<file path="src/rtl/fm7_io_pkg.sv">
// Shared constants for the FM-7 $FD00-$FD03 register block: offsets, bit indices,
// default timer divisor and the $FD03 status byte builder.
package fm7_io_pkg;

    localparam int TIMER_DIV_DFLT = 32544;

    localparam logic [1:0] OFS_FD00 = 2'd0;
    localparam logic [1:0] OFS_FD01 = 2'd1;
    localparam logic [1:0] OFS_FD02 = 2'd2;
    localparam logic [1:0] OFS_FD03 = 2'd3;

    localparam int MASK_KEY = 0;
    localparam int MASK_TMR = 1;

    localparam int ST_KEY = 0;
    localparam int ST_TMR = 2;

    typedef enum logic [1:0] {
        SEL_FD00 = OFS_FD00,
        SEL_FD01 = OFS_FD01,
        SEL_FD02 = OFS_FD02,
        SEL_FD03 = OFS_FD03
    } reg_sel_e;

    // Status bits are active-low; unused bits read back as 1.
    function automatic logic [7:0] fd03_status(input logic key_flag, input logic timer_flag);
        logic [7:0] r;
        r         = 8'hFF;
        r[ST_KEY] = ~key_flag;
        r[ST_TMR] = ~timer_flag;
        return r;
    endfunction

endpackage

</file>
<file path="src/rtl/fm7_irq_ctrl_if.sv">
// CPU-side bus of the FM-7 IRQ/keyboard block: decoded strobes, data and IRQ line.
interface fm7_irq_ctrl_if;
    // Strobes are active-low and stay low for the whole access; the block acts once,
    // on the CLK where a strobe is seen high after having been low. DIN must be held
    // through that CLK. KEY_STB is a one-CLK qualifier for KEY_CODE.
    logic       RFD00n;
    logic       RFD01n;
    logic       RFD02n;
    logic       RFD03n;
    logic       WFD02n;
    logic [7:0] DIN;
    logic [8:0] KEY_CODE;
    logic       KEY_STB;
    logic [7:0] DOUT;
    logic       DOE;
    logic       IRQn;

    modport master (
        output RFD00n, RFD01n, RFD02n, RFD03n, WFD02n, DIN, KEY_CODE, KEY_STB,
        input  DOUT, DOE, IRQn
    );

    modport slave (
        input  RFD00n, RFD01n, RFD02n, RFD03n, WFD02n, DIN, KEY_CODE, KEY_STB,
        output DOUT, DOE, IRQn
    );
endinterface

</file>
<file path="src/rtl/fm7_irq_timer.sv">
// Free-running periodic timer: counts 0..TIMER_DIV-1 and flags the wrap cycle.
module fm7_irq_timer
    import fm7_io_pkg::*;
#(
    parameter int TIMER_DIV = TIMER_DIV_DFLT,
    parameter int CNT_W     = 16
) (
    input  logic CLK,
    input  logic RSTn,
    output logic o_wrap
);

    localparam logic [CNT_W-1:0] LAST = CNT_W'(TIMER_DIV - 1);

    logic [CNT_W-1:0] r_cnt;
    logic             w_last;

    assign w_last = (r_cnt == LAST);
    assign o_wrap = w_last;

    always_ff @(posedge CLK or negedge RSTn) begin
        if (!RSTn) begin
            r_cnt <= '0;
        end else if (w_last) begin
            r_cnt <= '0;
        end else begin
            r_cnt <= r_cnt + CNT_W'(1);
        end
    end

endmodule

</file>
<file path="src/rtl/fm7_irq_ctrl.sv">
// FM-7 main-CPU $FD00-$FD03 block: key latch, 2.034 ms timer flag, IRQ mask and IRQn.
// Optional BREAK/FIRQ support is built when FM7_BREAK_FIRQ_EN is defined.
module fm7_irq_ctrl
    import fm7_io_pkg::*;
#(
    parameter int TIMER_DIV = TIMER_DIV_DFLT,
    parameter int CNT_W     = 16
) (
    input  logic CLK,
    input  logic RSTn,
`ifdef FM7_BREAK_FIRQ_EN
    input  logic BREAKn,
    output logic FIRQn,
`endif
    fm7_irq_ctrl_if.slave bus
);

    // $FD00 reads have no side effect, so only the other strobes keep history.
    logic       r_prev_rd01;
    logic       r_prev_rd03;
    logic       r_prev_wr02;
    logic [8:0] r_key_latch;
    logic       r_key_flag;
    logic       r_timer_flag;
    logic [1:0] r_mask;
    logic       r_irqn;

    logic       w_end_rd01;
    logic       w_end_rd03;
    logic       w_end_wr02;
    logic       w_wrap;
    logic [7:0] w_fd02;
    reg_sel_e   w_sel;
    logic       w_rd_any;
    logic [7:0] w_dout;

    assign w_end_rd01 = ~r_prev_rd01 & bus.RFD01n;
    assign w_end_rd03 = ~r_prev_rd03 & bus.RFD03n;
    assign w_end_wr02 = ~r_prev_wr02 & bus.WFD02n;

    fm7_irq_timer #(
        .TIMER_DIV (TIMER_DIV),
        .CNT_W     (CNT_W)
    ) u_timer (
        .CLK    (CLK),
        .RSTn   (RSTn),
        .o_wrap (w_wrap)
    );

    // Flags: a set arriving on the same CLK as a clear always wins.
    always_ff @(posedge CLK or negedge RSTn) begin
        if (!RSTn) begin
            r_prev_rd01  <= 1'b1;
            r_prev_rd03  <= 1'b1;
            r_prev_wr02  <= 1'b1;
            r_key_latch  <= '0;
            r_key_flag   <= 1'b0;
            r_timer_flag <= 1'b0;
            r_mask       <= '0;
            r_irqn       <= 1'b1;
        end else begin
            r_prev_rd01 <= bus.RFD01n;
            r_prev_rd03 <= bus.RFD03n;
            r_prev_wr02 <= bus.WFD02n;

            if (bus.KEY_STB) begin
                r_key_latch <= bus.KEY_CODE;
                r_key_flag  <= 1'b1;
            end else if (w_end_rd01) begin
                r_key_flag <= 1'b0;
            end

            if (w_wrap) begin
                r_timer_flag <= 1'b1;
            end else if (w_end_rd03) begin
                r_timer_flag <= 1'b0;
            end

            if (w_end_wr02) begin
                r_mask[MASK_TMR] <= bus.DIN[2];
                r_mask[MASK_KEY] <= bus.DIN[0];
            end

            r_irqn <= ~((r_key_flag & r_mask[MASK_KEY]) | (r_timer_flag & r_mask[MASK_TMR]));
        end
    end

`ifdef FM7_BREAK_FIRQ_EN
    logic r_brk_s1;
    logic r_brk_s2;
    logic r_brk_s3;
    logic r_prev_rd02;
    logic r_brk_flag;
    logic r_firqn;
    logic w_end_rd02;

    assign w_end_rd02 = ~r_prev_rd02 & bus.RFD02n;

    // BREAKn is asynchronous: two flops to synchronize, a third to find the falling edge.
    always_ff @(posedge CLK or negedge RSTn) begin
        if (!RSTn) begin
            r_brk_s1    <= 1'b1;
            r_brk_s2    <= 1'b1;
            r_brk_s3    <= 1'b1;
            r_prev_rd02 <= 1'b1;
            r_brk_flag  <= 1'b0;
            r_firqn     <= 1'b1;
        end else begin
            r_brk_s1    <= BREAKn;
            r_brk_s2    <= r_brk_s1;
            r_brk_s3    <= r_brk_s2;
            r_prev_rd02 <= bus.RFD02n;
            if (r_brk_s3 & ~r_brk_s2) begin
                r_brk_flag <= 1'b1;
            end else if (w_end_rd02) begin
                r_brk_flag <= 1'b0;
            end
            r_firqn <= ~r_brk_flag;
        end
    end

    assign FIRQn  = r_firqn;
    assign w_fd02 = {6'b111111, ~r_brk_flag, 1'b1};
`else
    assign w_fd02 = 8'hFF;
`endif

    // Simultaneous read strobes are illegal; the lowest address wins.
    always_comb begin
        w_rd_any = 1'b1;
        w_sel    = SEL_FD00;
        if (!bus.RFD00n) begin
            w_sel = SEL_FD00;
        end else if (!bus.RFD01n) begin
            w_sel = SEL_FD01;
        end else if (!bus.RFD02n) begin
            w_sel = SEL_FD02;
        end else if (!bus.RFD03n) begin
            w_sel = SEL_FD03;
        end else begin
            w_rd_any = 1'b0;
        end
    end

    always_comb begin
        w_dout = 8'hFF;
        if (w_rd_any) begin
            case (w_sel)
                SEL_FD00: w_dout = {7'b1111111, r_key_latch[8]};
                SEL_FD01: w_dout = r_key_latch[7:0];
                SEL_FD02: w_dout = w_fd02;
                SEL_FD03: w_dout = fd03_status(r_key_flag, r_timer_flag);
                default:  w_dout = 8'hFF;
            endcase
        end
    end

    assign bus.DOUT = w_dout;
    assign bus.DOE  = w_rd_any;
    assign bus.IRQn = r_irqn;

endmodule
</file>
<file path="src/flat_wrapper.sv">
// flat-port wrapper written by rule: the top's interface ports become plain ports
module fm7_irq_ctrl_flat import fm7_io_pkg::*;
#(
    parameter int TIMER_DIV = TIMER_DIV_DFLT,
    parameter int CNT_W     = 16
)
  (CLK, RSTn, bus_RFD00n, bus_RFD01n, bus_RFD02n, bus_RFD03n, bus_WFD02n, bus_DIN, bus_KEY_CODE, bus_KEY_STB, bus_DOUT, bus_DOE, bus_IRQn);
  fm7_irq_ctrl_if bus_i ();
  input  logic CLK;
  input  logic RSTn;
  input wire logic [$bits(bus_i.RFD00n)-1:0] bus_RFD00n;
  input wire logic [$bits(bus_i.RFD01n)-1:0] bus_RFD01n;
  input wire logic [$bits(bus_i.RFD02n)-1:0] bus_RFD02n;
  input wire logic [$bits(bus_i.RFD03n)-1:0] bus_RFD03n;
  input wire logic [$bits(bus_i.WFD02n)-1:0] bus_WFD02n;
  input wire logic [$bits(bus_i.DIN)-1:0] bus_DIN;
  input wire logic [$bits(bus_i.KEY_CODE)-1:0] bus_KEY_CODE;
  input wire logic [$bits(bus_i.KEY_STB)-1:0] bus_KEY_STB;
  output wire logic [$bits(bus_i.DOUT)-1:0] bus_DOUT;
  output wire logic [$bits(bus_i.DOE)-1:0] bus_DOE;
  output wire logic [$bits(bus_i.IRQn)-1:0] bus_IRQn;
  assign bus_i.RFD00n = bus_RFD00n;
  assign bus_i.RFD01n = bus_RFD01n;
  assign bus_i.RFD02n = bus_RFD02n;
  assign bus_i.RFD03n = bus_RFD03n;
  assign bus_i.WFD02n = bus_WFD02n;
  assign bus_i.DIN = bus_DIN;
  assign bus_i.KEY_CODE = bus_KEY_CODE;
  assign bus_i.KEY_STB = bus_KEY_STB;
  assign bus_DOUT = bus_i.DOUT;
  assign bus_DOE = bus_i.DOE;
  assign bus_IRQn = bus_i.IRQn;
  fm7_irq_ctrl #(.TIMER_DIV(TIMER_DIV), .CNT_W(CNT_W)) u_core (.CLK(CLK), .RSTn(RSTn), .bus(bus_i));
endmodule
</file>
<file path="config.mk">
export PLATFORM = sky130hd
export DESIGN_NAME = fm7_irq_ctrl_flat
export DESIGN_NICKNAME = d
export VERILOG_FILES = /design/src/rtl/fm7_io_pkg.sv /design/src/rtl/fm7_irq_ctrl_if.sv /design/src/rtl/fm7_irq_timer.sv /design/src/rtl/fm7_irq_ctrl.sv /design/src/flat_wrapper.sv
export SDC_FILE = /design/constraint.sdc
export NUM_CORES = 1
export LEC_CHECK = 0
export CAP_MARGIN = 20
export CORE_UTILIZATION = 45
export DETAILED_ROUTE_END_ITERATION = 12
export PLACE_DENSITY_LB_ADDON = 0.25
export SLEW_MARGIN = 20
export SYNTH_ARGS = -nofsm -noshare
export SYNTH_HDL_FRONTEND = slang
export SYNTH_HIERARCHICAL = 1
export SYNTH_SLANG_ARGS = --single-unit
</file>
<file path="constraint.sdc">
create_clock -name CLK -period 2.19 [get_ports CLK]
set_input_delay 0.5475 -clock CLK [delete_from_list [all_inputs] [get_ports CLK]]
set_output_delay 0.5475 -clock CLK [all_outputs]
set_load 0.05 [all_outputs]
</file>
==> results of run 1 <==
## final cells by class
type | count | area share (%)
sequential | 33 | 41.0
inverter | 3 | 0.556
multi-input combinational | 88 | 32.4
tap | 44 | 2.72
timing repair buffer | 34 | 20.4
clock buffer | 8 | 2.90
## stage by stage
| step | setup TNS, ps | power, W |
|---|---|---|
| after global placement | -308 | 0.000870 |
| after floorplan | 0 | 0.000763 |
| after detailed placement | -313 | 0.000875 |
| after global routing | 0 | 0.00127 |
| final | 0 | 0.00121 |
| after CTS | 0 | 0.00123 |
## state kept, by name, indices dropped and copies added (netlist names)
name,count
u_core/bus.IRQn,1
u_core/r_key_flag,1
u_core/r_key_latch,9
u_core/r_mask,2
u_core/r_prev_rd01,1
u_core/r_prev_rd03,1
u_core/r_prev_wr02,1
u_core/r_timer_flag,1
u_core/u_timer/r_cnt,16
## power groups by stage
stage / Sequential (W) / Clock [W] / Combinational (W)
2_1_floorplan: 0.000673 / 0 / 0.0000895
3_3_place_gp: 0.000665 / 0 / 0.000205
3_5_place_dp: 0.000667 / 0 / 0.000208
4_1_cts: 0.000655 / 0.000364 / 0.000210
5_1_grt: 0.000659 / 0.000387 / 0.000220
6_report: 0.000655 / 0.000349 / 0.000206
## metal layers
layer / GRT usage, % / vias up
met4: 12.6 / 0
met1: 22.8 / 524
met5: 0 / -
li1: - / 520
met3: 4.76 / 8
met2: 31.9 / 37
## worst reg2reg max path: stages (launching register included)
cell      delay (ps)
dfrtp_1          430
ha_1             230
nand4_1          250
nor2_2           230
and3_1           440
o211ai_2         140
## final timing paths
path / endpoint / from
max in group asynchronous: u_core/r_prev_rd01 / RSTn
worst min-delay path: u_core/bus.IRQn / u_core/r_mask[1]
min in group asynchronous: u_core/r_mask[0] / RSTn
worst max register to register: u_core/u_timer/r_cnt[9] / u_core/u_timer/r_cnt[0]
worst max-delay path: bus_DOUT[2] / bus_RFD02n
worst min register to register: u_core/bus.IRQn / u_core/r_mask[1]
## layout by cell type, fill, tap and decap left out, types with 4 or more instances in the layout
cell type and instances:
nor2_1 12, nand2_1 5, nand4_1 5, clkdlybuf4s50_1 15, buf_4 7, nand2b_1 9, buf_12 9, xnor2_1 8
clkbuf_4 5, mux2_4 7, dfstp_2 4, dfrtp_1 29, nand3_1 7, o21ai_0 4
## kinds of logic (layout without fill, tap and decap cells)
logic type / count (synthesis) / count (layout)
AOI/OAI and AO/OA: 14 / 14
xor gates and xnor gates: 11 / 11
adders and majority gates: 1 / 1
buffers and inverters: 5 / 45
DFF: 33 / 33
muxes: 11 / 11
and+or+nand+nor: 51 / 51
## timing repair
| action | 4_1_cts | 5_1_grt |
|---|---|---|
| setup endpoints to repair | 9 | 2 |
| gates resized for setup | 4 | 1 |
| setup buffers | 0 | 0 |
| pin swaps | 1 | 1 |
==> impl_metrics.ini, run 1 <==
[outcome]
status = completed

[final_layout]
stdcell_area_um2 = 2030
fin_cells = 210
drive_gt1_share_pct = 25.3
regArea_um2 = 831
fill_cells = 258
multi_input_area_um2 = 657
insertedDiodeCount = 0
post-route-util_pct = 65.3
layout.nets = 191
area_growth_pct = 34.5

[yosys]
yosysMostFrequentCell = dfrtp_1
synthDistinctLibCells = 35
yosys-top-cells-count = dfrtp_1, nor2_1, nand2b_1
synth-xor-area-share_pct = 6.40
synth_edf_count = 0
synth_fp_nets = 152
synth-seq-cells = 33
synth_top_cells_by_area = dfrtp_1, dfstp_2, mux2_4, xnor2_1, nand2b_1
ys_warn_count = 6
synth-compound-area-share_pct = 6.89
synth.mux.area_fraction_pct = 9.88
syn_avg_cell_area_um2 = 12.0
synth_top_family_by_area = simple AND/OR/NAND/NOR gates
syn_inst = 126
synth-seq-area-share_pct = 55.1
yosysTopAreaCell = dfrtp_1
yosys.area_share.simple_pct = 18.6
synth_top_area_share_pct = 48.2
synthAdderAreaFrac_pct = 0.831
synth_top_flop_cell = dfrtp_1
async_flop_share_pct = 100
syn_area_um2 = 1510

[power_and_ir_drop]
seq_power_share_pct = 54.1
swShare_pct = 24.7
power-per-cell-area_nw_per_um2 = 597
ir_drop_uv = 459
clock_power_share_pct = 28.8
leakage_nw = 0.911
p_comb_share_pct = 17.0
p_int_w = 0.000911
power.switching_w = 0.000299

[detailed_routing]
met1_length_um = 1250
wl_met3_um = 151
vias = 1089
drtIter0Drc = 38
postRouteAntennaNets = 0
dr.pass1.iters = 4
viasPerCell = 5.19
routed.top_layer = met4
dr_wl_met2_um = 1330
drc_errors = 0
routed_wl_um = 2800
wl_per_cell_um = 13.3

[floorplanning]
die_x_um = 59.9
ioPinCount = 35
start_util_pct = 48.5
dieHeight_um = 59.9
dieArea_um2 = 3580
num_rows = 20
core-area_um2 = 3100

[global_routing]
track_usage_pct = 19.5
grt_antenna_before_repair = 0
grt_pass1_wl_um = 4960
grt_max_degree = 34
grt.overflow.total = 0
grt_pass1_vias = 1127

[clocking]
cts_inserted_buffers = 5
root_buffer = clkbuf_4
insertion_delay_ps = 330
cts_tree = built
cts.htree.levels = 2
hold_buffers = 0
numClockSinks = 33
ctsLongestPathBuffers = 2
cts.reportedPaths.clkPinSlew_ps = 100

[timing]
rsz0062_at_grt = false
fin_worst_skew_ps = 9.02
tightest_slew_ps = 418
finalCritPeriodShare_pct = 94.9
holdWs_ps = 433
setup_slack_ps = 112
finalHoldViolCount = 0
min_period_ps = 2080
setup_viol = 0
drv_slew = 0
slew_headroom_pct = 72.1
max_freq_mhz = 481

[min_path]
hp-class = reg -> reg
whs_path_depth = 1

[placement]
gpl.final_weighted_congestion = 0.832
portBuffers = 28
pre_cts_ws_ps = -73.8
hpwl_um = 2010
placed_area_um2 = 1960
dp.cells = 202

[setup_path]
critPathRequiredTime_ps = 1640
r2r_slack_ps = 330
worst_setup_path_end_kind = output pin
crit_slowest_cell = clkdlybuf4s50_1
path_cells = clkdlybuf4s50_1 -> and4b_1 -> o21ai_2 -> buf_12
cpPeakStageDelay_ps = 440
path_buf_inv = 2
crit_type = in -> out
cp.depth = 4
rr_worst_depth = 5
cp-start-kind = primary input
crit_fanout = 3
cp.arrival_ps = 1530
cpLargestDelayFamily = buffers and inverters

[run]
drv_cap = 0
No activity file was read; power rests on OpenSTA's default activity.
==> inputs of run 2 (changes only) <==
--- a/config.mk
+++ b/config.mk
@@ -6,8 +6,9 @@
 export NUM_CORES = 1
 export LEC_CHECK = 0
 export CAP_MARGIN = 20
-export CORE_UTILIZATION = 45
+export CORE_UTILIZATION = 49
 export DETAILED_ROUTE_END_ITERATION = 12
+export GPL_ROUTABILITY_DRIVEN = 0
 export PLACE_DENSITY_LB_ADDON = 0.25
 export SLEW_MARGIN = 20
 export SYNTH_ARGS = -nofsm -noshare
==> run 2 against run 1 <==
Against the previous run:
- clock power shrank 7.2%
- clock skew shrank 3.7 ps
- combinational power hardly changed
- cell count is 5.7% lower
- highest routed layer unchanged
- design area is 0.93% lower
- clock-buffer cell count unchanged
- the flow now finishes with violations (DRC)
- critical path type unchanged
- flip-flop and latch count unchanged
==> impl_metrics.ini, run 2 (same netlist as run 1, synthesis figures left out) <==
[outcome]
status = complete, but fails checks
violations = DRC

[setup_path]
crit_slowest_cell = clkdlybuf4s50_1
rr_worst_depth = 4
cp-start-kind = primary input
path_cells = clkdlybuf4s50_1 -> and4b_1 -> o21ai_2 -> buf_12
cp.depth = 4
crit_type = in -> out
cpLargestDelayFamily = buffers and inverters
worst_setup_path_end_kind = output pin
cp.arrival_ps = 1540
crit_fanout = 3
cpPeakStageDelay_ps = 450
path_buf_inv = 2
r2r_slack_ps = 320
critPathRequiredTime_ps = 1640

[global_routing]
grt_pass1_vias = 1076
grt_max_degree = 34
track_usage_pct = 20.3
grt_pass1_wl_um = 4890
grt.overflow.total = 0
grt_antenna_before_repair = 0

[final_layout]
area_growth_pct = 33.2
stdcell_area_um2 = 2010
regMostFlops = u_core/u_timer/r_cnt
layout_common_cells = dfrtp_1, clkdlybuf4s50_1, nor2_1, buf_12, nand2b_1
post-route-util_pct = 70.9
top_regs = u_core/u_timer/r_cnt: 16 flops, u_core/r_key_latch: 9 flops, u_core/r_mask: 2 flops
layout_commonest_cell = dfrtp_1
largest_reg_flops = 16
insertedDiodeCount = 0
layout.nets = 192
drive_gt1_share_pct = 25.1

[power_and_ir_drop]
power.total_w = 0.00119
p_int_w = 0.000882
power.switching_w = 0.000305
power-per-cell-area_nw_per_um2 = 592
clock_power_share_pct = 27.3
swShare_pct = 25.7
leakage_nw = 0.909
seq_power_share_pct = 55.2
ir_drop_uv = 434
p_comb_share_pct = 17.6

[clocking]
cts_inserted_buffers = 5
cts_setup_buffers = 0
root_buffer = clkbuf_4
insertion_delay_ps = 340
cts.reportedPaths.clkPinSlew_ps = 100
cts_tree = built
cts.htree.levels = 2
ctsLongestPathBuffers = 2
numClockSinks = 33
hold_buffers = 0

[timing]
tightest_slew_ps = 529
setup_viol = 0
fin_tns_setup_ps = 0
slew_headroom_pct = 64.6
finalHoldViolCount = 0
setup_slack_ps = 104
fin_worst_skew_ps = 5.29
rsz0062_at_grt = false
max_freq_mhz = 479
finalCritPeriodShare_pct = 95.3
min_period_ps = 2090
drv_slew = 0

[placement]
pre_cts_ws_ps = -70.3
hpwl_um = 2010
portBuffers = 28
placed_area_um2 = 1950

[detailed_routing]
postRouteAntennaNets = 0
drtIter0Drc = 17
vias = 1057
dr.pass1.iters = 8
viasPerCell = 5.34
routed_wl_um = 2840
wl_per_cell_um = 14.3
drc_errors = 6

[floorplanning]
core-area_um2 = 2830
die_x_um = 57.4
ioPinCount = 35
num_rows = 19
dieHeight_um = 57.4
dieArea_um2 = 3300
start_util_pct = 53.3

[run]
drv_cap = 0

[min_path]
whs_path_depth = 1
hp-class = reg -> reg
==> run 2: cell count changes in the layout (fill, tap and decap cells not counted) <==
cell / change
buf_4: +1
clkbuf_1: +1
clkbuf_8: -1
==> run 2: final timing paths <==
path | start | end
max | bus_RFD02n | bus_DOUT[2]
min | u_core/r_mask[1] | u_core/bus.IRQn
max reg2reg | u_core/u_timer/r_cnt[6] | u_core/u_timer/r_cnt[9]
min reg2reg | u_core/r_mask[1] | u_core/bus.IRQn
max in group asynchronous | RSTn | u_core/r_prev_rd01
min in group asynchronous | RSTn | u_core/r_key_latch[8]
==> run 2: area by class of cell <==
type | instances | area (um2)
inverters | 3 | 11.3
flip-flops and latches | 33 | 831
fillers | 211 | 822
multi-input cells | 88 | 657
clock buffers | 8 | 48.8
repair buffers | 35 | 420
well taps | 31 | 38.8
==> run 2: through the flow <==
step	instances	hold slack (ps)
finish	198	434
detailed placement	190	418
floorplan	126	252
global route	198	450
global placement	190	397
CTS	198	423
==> run 2: power groups by stage <==
| stage | logic [W] | registers (W) | clock network, W |
|---|---|---|---|
| 2_1_floorplan | 0.0000895 | 0.000673 | 0 |
| 3_3_place_gp | 0.000206 | 0.000664 | 0 |
| 3_5_place_dp | 0.000209 | 0.000667 | 0 |
| 4_1_cts | 0.000212 | 0.000655 | 0.000332 |
| 5_1_grt | 0.000221 | 0.000658 | 0.000361 |
| 6_report | 0.000209 | 0.000655 | 0.000324 |
==> run 2: repair_timing <==
item	4_1_cts	5_1_grt
endpoints found under the hold margin	0	0
setup endpoints to repair	8	2
resized for setup	4	1
pin swaps	1	0
==> run 2: routing by layer <==
metal	GRT usage (%)	wire (um)	up-vias	share of wire, %
met5	0	0	-	0
met4	7.67	48	0	1.7
met3	7.26	177	6	6.2
met2	32.1	1320	26	47
met1	25.6	1290	507	45
li1	-	-	518	-
